**src/rtl/jpeg_coef_pkg.sv**
```systemverilog
// Shared constants and FSM encodings for the JPEG coefficient block sequencer.
package jpeg_coef_pkg;

  localparam int unsigned BLOCK_SIZE = 64;
  localparam int unsigned COEF_WIDTH = 8;
  localparam int unsigned ZRL_RUN    = 16;

  localparam logic [5:0] LAST_INDEX   = 6'(BLOCK_SIZE - 1);
  localparam logic [3:0] EOB_RUN      = 4'd0;
  localparam logic [3:0] ZRL_RUN_CODE = 4'd15;

  localparam logic [1:0] StIdle    = 2'd0;
  localparam logic [1:0] StZfill   = 2'd1;
  localparam logic [1:0] StValue   = 2'd2;
  localparam logic [1:0] StEobfill = 2'd3;

  // Clamp a wide signed sum into the signed coefficient range.
  function automatic logic [COEF_WIDTH-1:0] sat_coef(input logic signed [12:0] x);
    if (x > 13'sd127) begin
      return 8'h7f;
    end else if (x < -13'sd128) begin
      return 8'h80;
    end else begin
      return x[COEF_WIDTH-1:0];
    end
  endfunction

endpackage

```
**src/rtl/coef_block_sequencer_number_decoder.sv**
```systemverilog
// Number_Decoder: converts JPEG size-coded magnitude bits (s bits, right-aligned) to a signed value.
module Number_Decoder (
  input  logic        [3:0]  s_value,
  input  logic        [11:0] coded_number,
  output logic signed [11:0] decoded_number
);

  logic [15:0] mask;
  logic [15:0] ext;
  logic [15:0] res;
  logic [3:0]  s_m1;
  logic        msb;

  always_comb begin
    mask = (16'd1 << s_value) - 16'd1;
    ext  = {4'd0, coded_number} & mask;
    s_m1 = s_value - 4'd1;
    msb  = ext[s_m1];
    // A clear leading bit marks a negative value: v = bits - (2^s - 1).
    if (s_value == 4'd0) begin
      res = 16'd0;
    end else if (msb) begin
      res = ext;
    end else begin
      res = ext - mask;
    end
    decoded_number = $signed(res[11:0]);
  end

endmodule

```
**src/rtl/coef_block_sequencer.sv**
```systemverilog
// Expands (run, size, bits) symbols into 64 zig-zag indexed coefficients per block.
// Optional DC prediction with saturation is enabled by defining JPEG_DC_PREDICT_EN.
module coef_block_sequencer
  import jpeg_coef_pkg::*;
(
  input  logic                  clk,
  input  logic                  reset_n,
  input  logic                  restart,
  input  logic                  sym_valid,
  output logic                  sym_ready,
  input  logic                  sym_is_dc,
  input  logic [3:0]            sym_run,
  input  logic [3:0]            sym_size,
  input  logic [11:0]           sym_bits,
  output logic                  coef_valid,
  input  logic                  coef_ready,
  output logic [5:0]            coef_index,
  output logic [COEF_WIDTH-1:0] coef_value,
  output logic                  coef_last,
  output logic                  err
);

  logic [1:0]            state_q, state_d;
  logic [5:0]            idx_q, idx_d;
  logic [3:0]            cnt_q, cnt_d;
  logic                  pend_q, pend_d;
  logic [3:0]            size_q, size_d;
  logic [11:0]           bits_q, bits_d;
  logic                  live_q;
  logic                  valid_q, valid_d;
  logic [5:0]            index_q, index_d;
  logic [COEF_WIDTH-1:0] value_q, value_d;
  logic                  last_q, last_d;
  logic                  err_q, err_d;

  logic                  free, accept, in_idle;
  logic                  load, load_dc, err_set;
  logic [COEF_WIDTH-1:0] load_val, ac_val, dc_val;
  logic [3:0]            dec_size;
  logic [11:0]           dec_bits;
  logic signed [11:0]    dec_out;
  logic                  unused_dec;

  // In IDLE the decoder sees the incoming symbol so the first beat leaves one cycle after accept.
  assign in_idle  = (state_q == StIdle);
  assign dec_size = in_idle ? sym_size : size_q;
  assign dec_bits = in_idle ? sym_bits : bits_q;

  Number_Decoder u_number_decoder (
    .s_value        (dec_size),
    .coded_number   (dec_bits),
    .decoded_number (dec_out)
  );

  assign ac_val     = dec_out[COEF_WIDTH-1:0];
  assign unused_dec = ^dec_out[11:COEF_WIDTH];

`ifdef JPEG_DC_PREDICT_EN
  logic signed [COEF_WIDTH-1:0] pred_q, pred_d;
  logic                         isdc_q, isdc_d;
  logic signed [12:0]           dc_sum;

  assign dc_sum = 13'(pred_q) + 13'(dec_out);
  assign dc_val = sat_coef(dc_sum);
`else
  assign dc_val = ac_val;
`endif

  assign free      = !valid_q || coef_ready;
  assign sym_ready = live_q && in_idle && free && !restart;
  assign accept    = sym_valid && sym_ready;

  always_comb begin
    state_d  = state_q;
    idx_d    = idx_q;
    cnt_d    = cnt_q;
    pend_d   = pend_q;
    size_d   = size_q;
    bits_d   = bits_q;
    load     = 1'b0;
    load_dc  = 1'b0;
    load_val = '0;
    err_set  = 1'b0;

    case (state_q)
      StIdle: begin
        if (accept) begin
          size_d = sym_size;
          bits_d = sym_bits;
          if (sym_is_dc) begin
            err_set  = (idx_q != 6'd0) || (sym_size > 4'd7);
            load     = 1'b1;
            load_dc  = 1'b1;
            load_val = dc_val;
          end else if (idx_q == 6'd0) begin
            // AC where a DC is expected (includes EOB after a completed block): dropped.
            err_set = 1'b1;
          end else if (sym_size == 4'd0 && sym_run == EOB_RUN) begin
            load    = 1'b1;
            state_d = (idx_q == LAST_INDEX) ? StIdle : StEobfill;
          end else if (sym_size == 4'd0 && sym_run == ZRL_RUN_CODE) begin
            load   = 1'b1;
            cnt_d  = 4'(ZRL_RUN - 1);
            pend_d = 1'b0;
            if (idx_q == LAST_INDEX) err_set = 1'b1;
            else                     state_d = StZfill;
          end else begin
            err_set = (sym_size > 4'd7);
            load    = 1'b1;
            if (sym_run == 4'd0) begin
              load_val = ac_val;
            end else begin
              cnt_d  = sym_run - 4'd1;
              pend_d = 1'b1;
              if (idx_q == LAST_INDEX)   err_set = 1'b1;
              else if (sym_run == 4'd1)  state_d = StValue;
              else                       state_d = StZfill;
            end
          end
        end
      end
      StZfill: begin
        if (free) begin
          load  = 1'b1;
          cnt_d = cnt_q - 4'd1;
          if (idx_q == LAST_INDEX) begin
            err_set = (cnt_q != 4'd1) || pend_q;
            state_d = StIdle;
          end else if (cnt_q == 4'd1) begin
            state_d = pend_q ? StValue : StIdle;
          end
        end
      end
      StValue: begin
        if (free) begin
          load     = 1'b1;
          load_val = ac_val;
          state_d  = StIdle;
        end
      end
      default: begin
        if (free) begin
          load = 1'b1;
          if (idx_q == LAST_INDEX) state_d = StIdle;
        end
      end
    endcase
  end

  always_comb begin
    valid_d = valid_q;
    index_d = index_q;
    value_d = value_q;
    last_d  = last_q;
    err_d   = err_q | err_set;
`ifdef JPEG_DC_PREDICT_EN
    isdc_d = isdc_q;
    pred_d = pred_q;
    if (valid_q && coef_ready && isdc_q) pred_d = value_q;
`endif
    if (load) begin
      valid_d = 1'b1;
      index_d = idx_q;
      value_d = load_val;
      last_d  = (idx_q == LAST_INDEX);
`ifdef JPEG_DC_PREDICT_EN
      isdc_d = load_dc;
`endif
    end else if (coef_ready) begin
      valid_d = 1'b0;
    end
    if (restart) begin
      valid_d = 1'b0;
      index_d = '0;
      value_d = '0;
      last_d  = 1'b0;
      err_d   = 1'b0;
`ifdef JPEG_DC_PREDICT_EN
      isdc_d = 1'b0;
      pred_d = '0;
`endif
    end
  end

  always_ff @(posedge clk or negedge reset_n) begin
    if (!reset_n) begin
      state_q <= StIdle;
      idx_q   <= '0;
      cnt_q   <= '0;
      pend_q  <= 1'b0;
      size_q  <= '0;
      bits_q  <= '0;
      live_q  <= 1'b0;
      valid_q <= 1'b0;
      index_q <= '0;
      value_q <= '0;
      last_q  <= 1'b0;
      err_q   <= 1'b0;
    end else begin
      live_q  <= 1'b1;
      size_q  <= size_d;
      bits_q  <= bits_d;
      valid_q <= valid_d;
      index_q <= index_d;
      value_q <= value_d;
      last_q  <= last_d;
      err_q   <= err_d;
      if (restart) begin
        state_q <= StIdle;
        idx_q   <= '0;
        cnt_q   <= '0;
        pend_q  <= 1'b0;
      end else begin
        state_q <= state_d;
        idx_q   <= load ? idx_q + 6'd1 : idx_d;
        cnt_q   <= cnt_d;
        pend_q  <= pend_d;
      end
    end
  end

`ifdef JPEG_DC_PREDICT_EN
  always_ff @(posedge clk or negedge reset_n) begin
    if (!reset_n) begin
      pred_q <= '0;
      isdc_q <= 1'b0;
    end else begin
      pred_q <= pred_d;
      isdc_q <= isdc_d;
    end
  end
`endif

  assign coef_valid = valid_q;
  assign coef_index = index_q;
  assign coef_value = value_q;
  assign coef_last  = last_q;
  assign err        = err_q;

endmodule

```
**config.mk**
```make
export PLATFORM = sky130hd
export DESIGN_NAME = coef_block_sequencer
export DESIGN_NICKNAME = d
export VERILOG_FILES = /design/src/rtl/jpeg_coef_pkg.sv /design/src/rtl/coef_block_sequencer_number_decoder.sv /design/src/rtl/coef_block_sequencer.sv
export SDC_FILE = /design/constraint.sdc
export NUM_CORES = 1
export LEC_CHECK = 0
export CAP_MARGIN = 20
export CORE_MARGIN = 3
export CORE_UTILIZATION = 45
export DETAILED_ROUTE_END_ITERATION = 8
export GPL_TIMING_DRIVEN = 0
export PLACE_DENSITY_LB_ADDON = 0.3
export SLEW_MARGIN = 30
export SYNTH_ARGS = -nofsm -noshare
export SYNTH_HDL_FRONTEND = slang
export SYNTH_SLANG_ARGS = --single-unit
export TNS_END_PERCENT = 30
```
**constraint.sdc**
```tcl
create_clock -name clk -period 4.1 [get_ports clk]
set_input_delay 0.615 -clock clk [delete_from_list [all_inputs] [get_ports clk]]
set_output_delay 0.615 -clock clk [all_outputs]
set_load 0.03 [all_outputs]
```
[Word-level counts from Yosys, hierarchy flattened]
Cells that the tools add are included.
Widths: inputs -> output; s select.
Storage, ports and cells
  input bits: 26
  logic and storage cells: 150
  output and inout port bits: 18
  flip-flop bits (word level): 47
Operators by class
  muxes and demuxes: 78
  shifts and indexed selects: 1
  bitwise logic cells: 2
  reduce and logical (&&, ||, !) cells: 28
  equality and inequality tests: 21
  magnitude comparators: 2
  $add $sub $neg: 6
Operator list (count)
  $mux 8: 11
  $mux 2: 18
  $mux 4: 9
  $mux 1: 30
  $mux 6: 4
  $ne 3x3->1 const B: 6
  $and 12x16->16: 1
  $pmux 8 s2: 1
  $shl 1x4->16 const A: 1
  $sub 16x1->16 const B: 1
  $logic_not 4->1: 3
  $mux 12: 1
  $sub 4x1->4 const B: 3
  $reduce_and 10->1: 1
  $reduce_bool 3->1: 3
  $eq 4x1->1 const B: 2
  $ne 4x4->1 const B: 2
  $pmux 4 s2: 1
  $sub 8x8->8: 1
  $reduce_and 7->1: 1
  $add 6x1->6 const B: 1
  $eq 6x6->1 const B: 1
  $logic_and 1x1->1: 6
  $logic_not 6->1: 1
  22 further kinds: 29

[Longest topological paths before layout]
Gate-level depths: netlist of the first run.
  word-level depth: 18
  mapped depth: 16
  depth with buffers taken out: 12

[By module]
Synthesis of the first run repeated with hierarchy kept, for this count alone.
Unflattened totals
  cells, all modules: 425
  area, all modules: 3931.3 um^2
Modules (own cells, without submodules)
  coef_block_sequencer: cells each 242, sequential area each 1176.1 um^2, times used 1, area each 2653.8 um^2
  Number_Decoder: cells each 183, sequential area each 0.0 um^2, times used 1, area each 1277.5 um^2

[Worst setup path before layout of the first run]
OpenSTA, ideal clock, no wires.
  path kind: input -> register
  from: input sym_size[3]
  to: register value_q[6], in the netlist coef_value[6]
  setup time: 104 ps
  path buffers: 3
  required time: 3996 ps
  path slack: 668 ps
  stages on the path: 14
  arrival: 3328 ps
  path through: clkbuf_1 > nor2_1 > o21ai_2 > buf_2 > nor2_1 > inv_1 > ha_1 > clkbuf_1 > nor4b_1 > a211oi_1 > o21ai_2 > a2111oi_1 > mux2_2 > o311ai_1
Between the ends
  longest elaborated chain between the ends: 17
  elaborated cells between the ends (all ways): 24
  those cells by class: add/sub: 3; shift: 1; mux: 15; bitwise: 1; reduce/logical: 4
Ends and longest elaborated chain
  start, declared: RTL line coef_block_sequencer.sv:13  | input logic [3:0] sym_size,
  branches (longest 14 deep; another with $sub 16x1->16)
  $pmux 8 s2 (*): RTL line coef_block_sequencer.sv:85  | case (state_q)
  $mux 8 (*): RTL line coef_block_sequencer.sv:161  | if (load) begin
  $mux 8 (*): RTL line coef_block_sequencer.sv:172  | if (restart) begin
  end signal, assigned: RTL line coef_block_sequencer.sv:205  | value_q <= value_d;
  end, declared: RTL line coef_block_sequencer.sv:32  | logic [COEF_WIDTH-1:0] value_q, value_d;
Every way passes the cells marked *. The select of a mux whose other input is x is not followed.
A chain may end at the register's enable or synchronous reset.

[Worst setup path in the final report of the first run]
  from: input sym_size[2]
  to: register value_q[1], in the netlist coef_value[1]
Same word-level chain as after synthesis.

==> flow_summary_export.csv, run 1 <==
group,metric,value,unit
cts,clock_latency,0.31,ns
grt,global_route.usage.met3,0.0340,
timing,finalMaxSlewViolations,0,
grt,number_of_antenna_violations_at_the_first_check_in_global_routing,0,
grt,grt_util_met1,0.257,
setup_path,critical_path_arrival,3.96,ns
drt,detail_route.drc_violations,0,
die,initial_utilization,0.474,
grt,global_route.peak_usage_layer,"met2",
status,outcome,"complete, no violations",
power,peak_supply_drop,218,uV
cts,numCtsBuffers,5,
hold_path,hold_path_class,"in2async",
synth,ys_seq_elements,47,
setup_path,worstSetupEndpointType,"flop",
layout,mostFrequentLayoutCells,"sky130_fd_sc_hd__dfrtp_1 (47), sky130_fd_sc_hd__nand2_1 (46), sky130_fd_sc_hd__clkdlybuf4s50_1 (41)",
layout,diodes,0,
synth,post_synth_num_cell_types,70,
grt,global_route_wire_length_before_repair,13600,microns
setup_path,length_in_cells_of_the_worst_reg_to_reg_path,14,
drt,dr_vias_cell,5.76,
layout,final_common_cell,"sky130_fd_sc_hd__dfrtp_1",
grt,grtUsageMet2,0.330,
grt,via_count_of_the_first_global_routing_pass,2866,
synth,avgSynthCellArea,9.06,sq um
synth,synth_flop_cell,"sky130_fd_sc_hd__dfrtp_1",
timing,total_setup_violations_reported_at_the_end_of_the_flow,0,
power,p_leak,1.53,nW
timing,hold_ws,0.307,ns
synth,synthesis.yosys.warnings,0,
place,dp_worst_setup_slack,-0.362,ns
setup_path,start_kind,"primary input",
synth,synth_edf_count,0,
timing,period_needed,3.78,ns
timing,timing.slew.headroom,0.384,
die,placeableCoreArea,0.00691,sq mm
grt,grt_remaining_overflow,0,
place,port-buffer-count,42,
setup_path,required_time_at_the_worst_slack_endpoint,4.28,ns
synth,synth_nets,396,
synth,sequential_area_share_after_synthesis,0.359,
job,maxCapViolations,0,
setup_path,r2r_end,"coef_value[6]$_DFFE_PN0P_",
die,core.rowCount,30,
drt,antenna_violating_nets_post_route,0,
cts,maximum_root_to_sink_buffer_count,2,
place,hpwlAfterDp,6010,microns
cts,cts_num_sinks,47,
grt,grt_max_degree,48,
drt,routed_wire_length_per_instance,15.9,microns
timing,hold_viol_final,0,
cts,htree_num_levels,2,
cts,cts.root.buffer_cell,"sky130_fd_sc_hd__clkbuf_8",
drt,vias,2921,
synth,post_synthesis_instance_total,361,
die,die-area,0.00833,sq mm
timing,max_clock_freq,265,MHz
drt,drt-pass1-iter-count,4,
grt,global_routing_usage_summed_across_all_routing_layers,0.198,
synth,mappedNetlistArea,0.00327,sq mm
power,power.density,270,mW/mm^2
setup_path,critical_path_class,"in2reg",
synth,synth_async_sr_flop_share,1.00,
die,fp.dieH,91.3,microns
setup_path,setup.reg_to_reg.worst_slack,0.39,ns
cts,cts.hold.buffers_added,0,
timing,timing_worst_slew_pin_value,0.916,ns
die,die_width,91.3,microns
layout,drive_gt1_frac,0.141,
die,io_pins,44,
cts,clock_tree_from_tritoncts,"built",
drt,drt-initial-drc-count,165,
layout,synthToLayoutAreaGrowth,20.3,%
drt,totalWireLength,8070,microns
setup_path,regToRegStartpoint,"state_q[1]$_DFFE_PN0P_",
layout,finish.net_count,445,
timing,fin_worst_skew,0.00734,ns
timing,final_worst_path_cycle_share,0.922,
place,gpl.final_weighted_congestion,0.893,
timing,finalWorstSetupSlack,0.322,ns
setup_path,worstPathMaxFanout,10,
cts,clock_slew_at_the_register_clock_pins_of_the_worst_setup_and_hold_paths,0.09,ns
[layer usage]
layer  part of all wire  routed length (microns)
met5                  0                        0
met4              0.020                      159
met3              0.042                      335
met2               0.48                     3910
met1               0.45                     3670
[where the power goes]
part | total [mW] | switching [mW] | internal [mW]
logic | 0.239 | 0.132 | 0.107
registers | 0.527 | 0.0266 | 0.501
clock network | 0.295 | 0.173 | 0.122
total | 1.06 | 0.332 | 0.730
[critical path, stage by stage]
cell and delay (ns):
sky130_fd_sc_hd__clkdlybuf4s50_1 0.57, sky130_fd_sc_hd__nor2_1 0.19, sky130_fd_sc_hd__o21ai_2 0.09, sky130_fd_sc_hd__buf_2 0.20
sky130_fd_sc_hd__or2_2 0.31, sky130_fd_sc_hd__ha_1 0.23, sky130_fd_sc_hd__clkbuf_2 0.21, sky130_fd_sc_hd__or3_1 0.41
sky130_fd_sc_hd__a211oi_1 0.29, sky130_fd_sc_hd__o311ai_2 0.16, sky130_fd_sc_hd__o21ai_4 0.36, sky130_fd_sc_hd__mux2i_1 0.24
sky130_fd_sc_hd__o21ai_0 0.09
[cell families (layout without fill, tap and decap cells)]
| logic type | count (synthesis) | in the layout | share of synthesized area |
|---|---|---|---|
| simple gates | 129 | 129 | 0.198 |
| mux | 35 | 35 | 0.121 |
| buf+inv | 33 | 83 | 0.0455 |
| compound gates | 98 | 98 | 0.217 |
| other cells | 1 | 1 | 0.00115 |
| xor+xnor | 9 | 9 | 0.0241 |
| flops | 47 | 47 | 0.359 |
| fa+ha+maj | 9 | 9 | 0.0344 |
[what timing repair did]
item,CTS,global route
cloned,0,0
setup endpoints to repair,1,8
pin swaps,0,1
buffers inserted,0,0
gates resized for setup,1,6
[cells in the mapped netlist, drive strengths merged, types with 2 or more instances]
master / number / area, sq um
a211o: 3 / 26.3
a211oi: 9 / 67.6
a21o: 2 / 15.0
a21oi: 25 / 125
a221oi: 2 / 23.8
a31oi: 5 / 46.3
a32oi: 2 / 17.5
and2: 2 / 12.5
buf: 8 / 55.1
clkbuf: 13 / 48.8
dfrtp: 47 / 1180
ha: 9 / 113
inv: 12 / 45.0
mux2: 23 / 263
mux2i: 12 / 133
nand2: 46 / 173
nand2b: 8 / 50.1
nand3: 7 / 35.0
nand3b: 3 / 22.5
nand4: 4 / 25.0
nor2: 29 / 114
nor2b: 2 / 12.5
nor3: 7 / 35.0
nor3b: 2 / 15.0
nor4b: 5 / 43.8
o2111ai: 2 / 17.5
o211ai: 6 / 55.1
o21ai: 22 / 129
o21bai: 2 / 15.0
o22ai: 3 / 18.8
o311ai: 2 / 25.0
o31ai: 2 / 28.8
or2: 3 / 21.3
or3: 4 / 25.0
xnor2: 4 / 35.0
xor2: 5 / 43.8
[worst max path at each step]
stage | from | endpoint | slack (ns) | depth (start not counted)
floorplan | sym_size[3] | coef_value[6]$_DFFE_PN0P_ | 0.67 | 14
global placement | sym_size[0] | coef_value[6]$_DFFE_PN0P_ | -0.32 | 13
detailed placement | sym_size[0] | coef_value[6]$_DFFE_PN0P_ | -0.36 | 13
CTS | sym_size[0] | coef_value[1]$_DFFE_PN0P_ | 0.05 | 13
global route | sym_size[2] | coef_value[6]$_DFFE_PN0P_ | -0.02 | 14
finish | sym_size[2] | coef_value[1]$_DFFE_PN0P_ | 0.32 | 13
[cell type report]
cell class / instances / area [sq um]
multi-input cells: 281 / 1980
repair buffers: 42 / 418
clock inverters: 3 / 22.5
fillers: 649 / 2970
inverters: 12 / 45.0
flip-flops and latches: 47 / 1180
clock buffers: 5 / 68.8
plain buffers: 21 / 105
well taps: 96 / 120
[sequential cells by signal, indices dropped and copies added (netlist names), 2 cells and up]
name	cells
coef_index	6
cnt_q	4
size_q	4
state_q	2
bits_q	12
coef_value	8
idx_d	6
[metrics by stage]
stage	util	TNS [ns]	power, mW	cells	instance area (sq um)
after global routing	0.570	-0.0160	1.12	507	3940
after detailed placement	0.552	-1.81	0.770	499	3810
final	0.570	0	1.06	507	3940
after global placement	0.552	-1.01	0.763	499	3810
after floorplan	-	0	0.685	361	3270
after CTS	0.565	0	1.06	507	3910
(Power assumes the default switching activity.)
==> run 2, diff against run 1 <==
CAP_MARGIN = 15   (was 20)
SYNTH_HIERARCHICAL = 1   (was unset)
==> flow_summary_export.csv, run 2 <==
group,metric,value,unit
timing,max_clock_freq,245,MHz
place,port-buffer-count,43,
grt,via_count_of_the_first_global_routing_pass,3357,
setup_path,length_in_cells_of_the_worst_reg_to_reg_path,16,
timing,timing_worst_slew_pin_value,0.917,ns
setup_path,regToRegStartpoint,"state_q[0]$_DFFE_PN0P_",
timing,period_needed,4.09,ns
drt,vias,3445,
grt,grt_max_degree,48,
die,io_pins,44,
layout,final_common_cell,"sky130_fd_sc_hd__dfrtp_1",
die,core.rowCount,32,
layout,mostFrequentLayoutCells,"sky130_fd_sc_hd__dfrtp_1 (46), sky130_fd_sc_hd__clkdlybuf4s50_1 (41), sky130_fd_sc_hd__nor2_1 (36)",
synth,post_synthesis_instance_total,392,
setup_path,required_time_at_the_worst_slack_endpoint,4.35,ns
timing,hold_viol_final,0,
timing,fin_worst_skew,0.00808,ns
timing,rsz0062_at_grt,"true",
synth,avgSynthCellArea,9.53,sq um
setup_path,worstPathMaxFanout,10,
setup_path,critical_path_class,"reg2reg",
layout,drive_gt1_frac,0.285,
layout,finish.net_count,506,
layout,largest_register_ff_count,12,
cts,maximum_root_to_sink_buffer_count,2,
place,gpl.final_weighted_congestion,0.908,
layout,final_core_util,0.609,
setup_path,start_kind,"flop",
place,place_area,0.00437,sq mm
grt,number_of_antenna_violations_at_the_first_check_in_global_routing,0,
grt,global_routing_usage_summed_across_all_routing_layers,0.211,
timing,setup_tns,0,ns
power,p_leak,2.00,nW
status,outcome,"complete, no violations",
drt,drt-initial-drc-count,146,
grt,global_route_wire_length_before_repair,16600,microns
setup_path,critical_path_arrival,4.34,ns
layout,synthToLayoutAreaGrowth,28.6,%
die,initial_utilization,0.474,
layout,diodes,0,
power,peak_supply_drop,304,uV
setup_path,worstSetupEndpointType,"flop",
layout,top_register,"bits_q",
cts,clock_slew_at_the_register_clock_pins_of_the_worst_setup_and_hold_paths,0.11,ns
cts,clock_latency,0.31,ns
cts,numCtsBuffers,5,
hold_path,hold_path_class,"in2async",
synth,synthesis.yosys.warnings,6,
cts,htree_num_levels,2,
drt,dr_vias_cell,6.05,
cts,clock_tree_from_tritoncts,"built",
drt,antenna_violating_nets_post_route,0,
layout,fillers,667,
timing,total_setup_violations_reported_at_the_end_of_the_flow,0,
drt,drt-pass1-iter-count,5,
grt,grt_remaining_overflow,0,
cts,cts.root.buffer_cell,"sky130_fd_sc_hd__clkbuf_8",
die,placeableCoreArea,0.00789,sq mm
timing,timing.slew.headroom,0.383,
drt,detail_route.drc_violations,0,
timing,finalMaxSlewViolations,0,
drt,routed_wire_length_per_instance,17.5,microns
drt,totalWireLength,9950,microns
place,hpwlAfterDp,7000,microns
timing,final_worst_path_cycle_share,0.997,
cts,cts_num_sinks,47,
setup_path,worst_setup_path_startpoint,"state_q[0]$_DFFE_PN0P_",
die,die_width,97.1,microns
layout,stdcell_area,0.00480,sq mm
job,maxCapViolations,0,
power,power.density,778,mW/mm^2
synth,synth_nets,432,
die,fp.dieH,97.1,microns
synth,mappedNetlistArea,0.00373,sq mm
die,die-area,0.00943,sq mm
run 2: cell types whose count changed in the layout (fill, tap and decap cells not counted), sizes merged, moves of 9 or more:
| cell | delta |
|---|---|
| nor4 | +9 |
| nand2 | -24 |
| nor2 | +10 |
| buf | +34 |
| a21oi | -13 |
| mux2 | +12 |
run 2: layout make-up:
cell class / count / area, sq um / share of cell area
repair buffers: 69 / 626 / 0.130
clock buffers: 5 / 68.8 / 0.0143
inverters: 19 / 91.3 / 0.0190
flip-flops and latches: 47 / 1180 / 0.245
well taps: 102 / 128 / 0.0266
plain buffers: 21 / 180 / 0.0375
clock inverters: 3 / 27.5 / 0.00573
multi-input cells: 303 / 2500 / 0.521
run 2: critical path, stage by stage, from the launching register on:
cell                       delay [ns]
sky130_fd_sc_hd__dfrtp_2         0.47
sky130_fd_sc_hd__nor2_4          0.23
sky130_fd_sc_hd__mux2_4          0.34
sky130_fd_sc_hd__buf_4           0.14
sky130_fd_sc_hd__ha_1            0.20
sky130_fd_sc_hd__buf_2           0.19
sky130_fd_sc_hd__nand2_2         0.10
sky130_fd_sc_hd__ha_4            0.16
sky130_fd_sc_hd__buf_6           0.13
sky130_fd_sc_hd__or3b_4          0.39
sky130_fd_sc_hd__a31oi_1         0.24
sky130_fd_sc_hd__o31ai_2         0.11
sky130_fd_sc_hd__o32ai_4         0.32
sky130_fd_sc_hd__o211a_1         0.28
sky130_fd_sc_hd__mux2_4          0.33
sky130_fd_sc_hd__a211oi_4        0.23
sky130_fd_sc_hd__a22o_1          0.17
run 2: stage by stage:
step	instances	hold WS (ns)	worst slack (ns)	power, mW
4_1_cts	560	0.323	0.00514	3.43
3_5_place_dp	537	0.481	-0.780	2.94
5_1_grt	569	0.337	-0.153	3.99
3_3_place_gp	537	0.463	-0.706	2.89
6_report	569	0.291	0.0141	3.73
2_1_floorplan	392	0.319	0.00440	2.46
run 2: metal layers:
metal | global-route usage | share of wire | up-vias
met5 | 0 | 0 | -
met4 | 0.0551 | 0.022 | 0
met3 | 0.0302 | 0.050 | 18
met2 | 0.337 | 0.46 | 130
met1 | 0.300 | 0.47 | 1689
li1 | - | - | 1608
run 2: path summary, 6_finish.rpt:
path	slack (ns)	to
min in group clk	0.51	size_q[3]$_DFFE_PN0P_
max in group asynchronous	3.37	state_q[0]$_DFFE_PN0P_
setup reg to reg	0.01	coef_value[7]$_DFFE_PN0P_
hold / removal	0.29	idx_d[1]$_DFFE_PN0P_
hold reg to reg	0.51	size_q[3]$_DFFE_PN0P_
setup / recovery	0.01	coef_value[7]$_DFFE_PN0P_
run 2: power breakdown:
part / leakage (nW) / total (mW) / internal, mW / switching [mW]
sequential: 0.612 / 0.681 / 0.595 / 0.0859
combinational: 1.34 / 2.73 / 1.27 / 1.47
clock: 0.0467 / 0.319 / 0.127 / 0.192
run 2: repair_timing:
action / 4_1_cts / 5_1_grt
setup buffers: 16 / 10
pin swaps: 10 / 13
resized for setup: 12 / 28
setup endpoints to repair: 8 / 7
hold buffers: 0 / 0
==> run 3, diff against run 2 <==
CTS_CLUSTER_SIZE = 16   (was unset)
SETUP_SLACK_MARGIN = 0.2   (was unset)
==> flow_summary_export.csv, run 3 (synthesized netlist as in run 2, its figures left out) <==
group,metric,value,unit
status,outcome,"complete, but fails checks",
status,violations,"negative setup slack",
place,hpwlAfterDp,6830,microns
layout,final_core_util,0.619,
job,maxCapViolations,0,
grt,grt_max_degree,48,
power,report.power.total,3.84,mW
die,initial_utilization,0.474,
layout,multi_input_comb_area,0.00253,sq mm
timing,final_worst_path_cycle_share,1.01,
drt,vias,3494,
layout,mostFrequentLayoutCells,"sky130_fd_sc_hd__dfrtp_1 (47), sky130_fd_sc_hd__clkdlybuf4s50_1 (40), sky130_fd_sc_hd__nor2_1 (36)",
cts,cts.hold.buffers_added,0,
layout,stdcell_area,0.00488,sq mm
grt,global_routing_usage_summed_across_all_routing_layers,0.201,
layout,diodes,0,
layout,seqCellArea,0.00118,sq mm
setup_path,critical_path_arrival,4.32,ns
place,place_area,0.00439,sq mm
cts,cts.root.buffer_cell,"sky130_fd_sc_hd__clkbuf_8",
place,dpl.cell_count,537,
cts,clock_slew_at_the_register_clock_pins_of_the_worst_setup_and_hold_paths,0.11,ns
die,die_width,97.1,microns
setup_path,start_kind,"flop",
layout,fillers,658,
die,die-area,0.00943,sq mm
timing,finalWorstSetupSlack,-0.0243,ns
setup_path,required_time_at_the_worst_slack_endpoint,4.30,ns
cts,maximum_root_to_sink_buffer_count,2,
setup_path,worst_setup_path_startpoint,"state_q[0]$_DFFE_PN0P_",
drt,routed_wire_length_per_instance,17.4,microns
power,p_leak,2.03,nW
setup_path,length_in_cells_of_the_worst_reg_to_reg_path,21,
setup_path,critical_path_class,"reg2reg",
layout,final_common_cell,"sky130_fd_sc_hd__dfrtp_1",
timing,hold_ws,0.303,ns
timing,timing.slew.headroom,0.402,
timing,hold_viol_final,0,
drt,drt-initial-drc-count,259,
setup_path,worstPathMaxFanout,6,
layout,drive_gt1_frac,0.294,
layout,largest_register_ff_count,12,
cts,cts_num_sinks,47,
layout,finish.net_count,508,
grt,global_route_wire_length_before_repair,16000,microns
place,port-buffer-count,43,
cts,clock_tree_from_tritoncts,"built",
grt,grt_remaining_overflow,0,
power,power.density,786,mW/mm^2
layout,synthToLayoutAreaGrowth,30.7,%
timing,total_setup_violations_reported_at_the_end_of_the_flow,1,
timing,fin_worst_skew,0.0119,ns
die,fp.dieH,97.1,microns
layout,top_register,"bits_q",
timing,period_needed,4.12,ns
place,gpl.final_weighted_congestion,0.899,
setup_path,worstSetupEndpointType,"flop",
setup_path,regToRegStartpoint,"state_q[0]$_DFFE_PN0P_",
drt,dr_vias_cell,6.12,
grt,number_of_antenna_violations_at_the_first_check_in_global_routing,0,
timing,rsz0062_at_grt,"true",
cts,htree_num_levels,2,
die,io_pins,44,
grt,via_count_of_the_first_global_routing_pass,3331,
timing,timing_worst_slew_pin_value,0.888,ns
cts,clock_latency,0.31,ns
power,peak_supply_drop,332,uV
die,core.rowCount,32,
hold_path,hold_path_class,"in2async",
drt,drt-pass1-iter-count,7,
cts,numCtsBuffers,5,
drt,detail_route.drc_violations,0,
drt,totalWireLength,9920,microns
timing,finalMaxSlewViolations,0,
layout,layoutNonFillerInstCount,571,
drt,antenna_violating_nets_post_route,0,
timing,max_clock_freq,242,MHz
die,placeableCoreArea,0.00789,sq mm
==> run 3: cell count changes in the layout (fill, tap and decap cells not counted), sizes merged <==
cell / delta
buf: +1
bufinv: +1
clkbuf: +1
clkdlybuf4s50: -1
dlygate4sd2: +1
inv: -1
==> run 3: area by class of cell <==
type,instances,area share
repair buffers,69,0.128
multi-input cells,303,0.519
flip-flops and latches,47,0.241
clock inverters,3,0.00949
clock buffers,5,0.0141
well taps,102,0.0262
plain buffers,23,0.0433
inverters,19,0.0187
==> run 3: final timing paths <==
path	slack [ns]	to
setup / recovery	-0.02	coef_value[5]$_DFFE_PN0P_
hold / removal	0.30	coef_valid$_DFFE_PN0P_
setup reg to reg	-0.02	coef_value[5]$_DFFE_PN0P_
hold reg to reg	0.51	size_q[0]$_DFFE_PN0P_
max in group asynchronous	3.39	coef_value[5]$_DFFE_PN0P_
min in group clk	0.51	size_q[0]$_DFFE_PN0P_
==> run 3: power by group <==
group / internal (mW) / switching, mW / total, mW
Clock: 0.184 / 0.181 / 0.365
Combinational: 1.32 / 1.47 / 2.80
Sequential: 0.594 / 0.0793 / 0.673
Total: 2.10 / 1.73 / 3.84
==> run 3: what timing repair did <==
item	4_1_cts	5_1_grt
setup endpoints to repair	8	8
buffers inserted	19	6
hold endpoints to repair	0	0
pin swaps	16	14
cloned	1	0
resized for setup	23	17
==> run 3: worst max-delay path: stages (launching register included) <==
cell,delay (ns)
sky130_fd_sc_hd__dfrtp_1,0.41
sky130_fd_sc_hd__buf_6,0.13
sky130_fd_sc_hd__nor2_4,0.20
sky130_fd_sc_hd__mux2_4,0.35
sky130_fd_sc_hd__clkbuf_16,0.16
sky130_fd_sc_hd__clkinv_8,0.04
sky130_fd_sc_hd__ha_4,0.13
sky130_fd_sc_hd__buf_6,0.09
sky130_fd_sc_hd__nor3b_4,0.21
sky130_fd_sc_hd__clkbuf_8,0.19
sky130_fd_sc_hd__inv_8,0.04
sky130_fd_sc_hd__ha_4,0.16
sky130_fd_sc_hd__buf_6,0.13
sky130_fd_sc_hd__or3b_4,0.26
sky130_fd_sc_hd__a31oi_4,0.08
sky130_fd_sc_hd__o31ai_2,0.29
sky130_fd_sc_hd__o32ai_2,0.15
sky130_fd_sc_hd__o211a_1,0.31
sky130_fd_sc_hd__buf_6,0.15
sky130_fd_sc_hd__o211a_1,0.19
sky130_fd_sc_hd__and3b_1,0.16
sky130_fd_sc_hd__a22o_1,0.17
==> run 3: through the flow <==
step | setup slack (ns) | setup TNS, ns
floorplan | 0.0113 | 0
global placement | -0.660 | -4.55
detailed placement | -0.666 | -4.76
CTS | 0.0514 | 0
global route | -0.115 | -0.515
finish | -0.0243 | -0.0243
==> run 3: metal layers <==
metal / up-vias / GRT usage / share of wire
met5: - / 0 / 0
met3: 14 / 0.0323 / 0.065
li1: 1619 / - / -
met4: 0 / 0.0518 / 0.012
met2: 155 / 0.324 / 0.46
met1: 1706 / 0.280 / 0.47
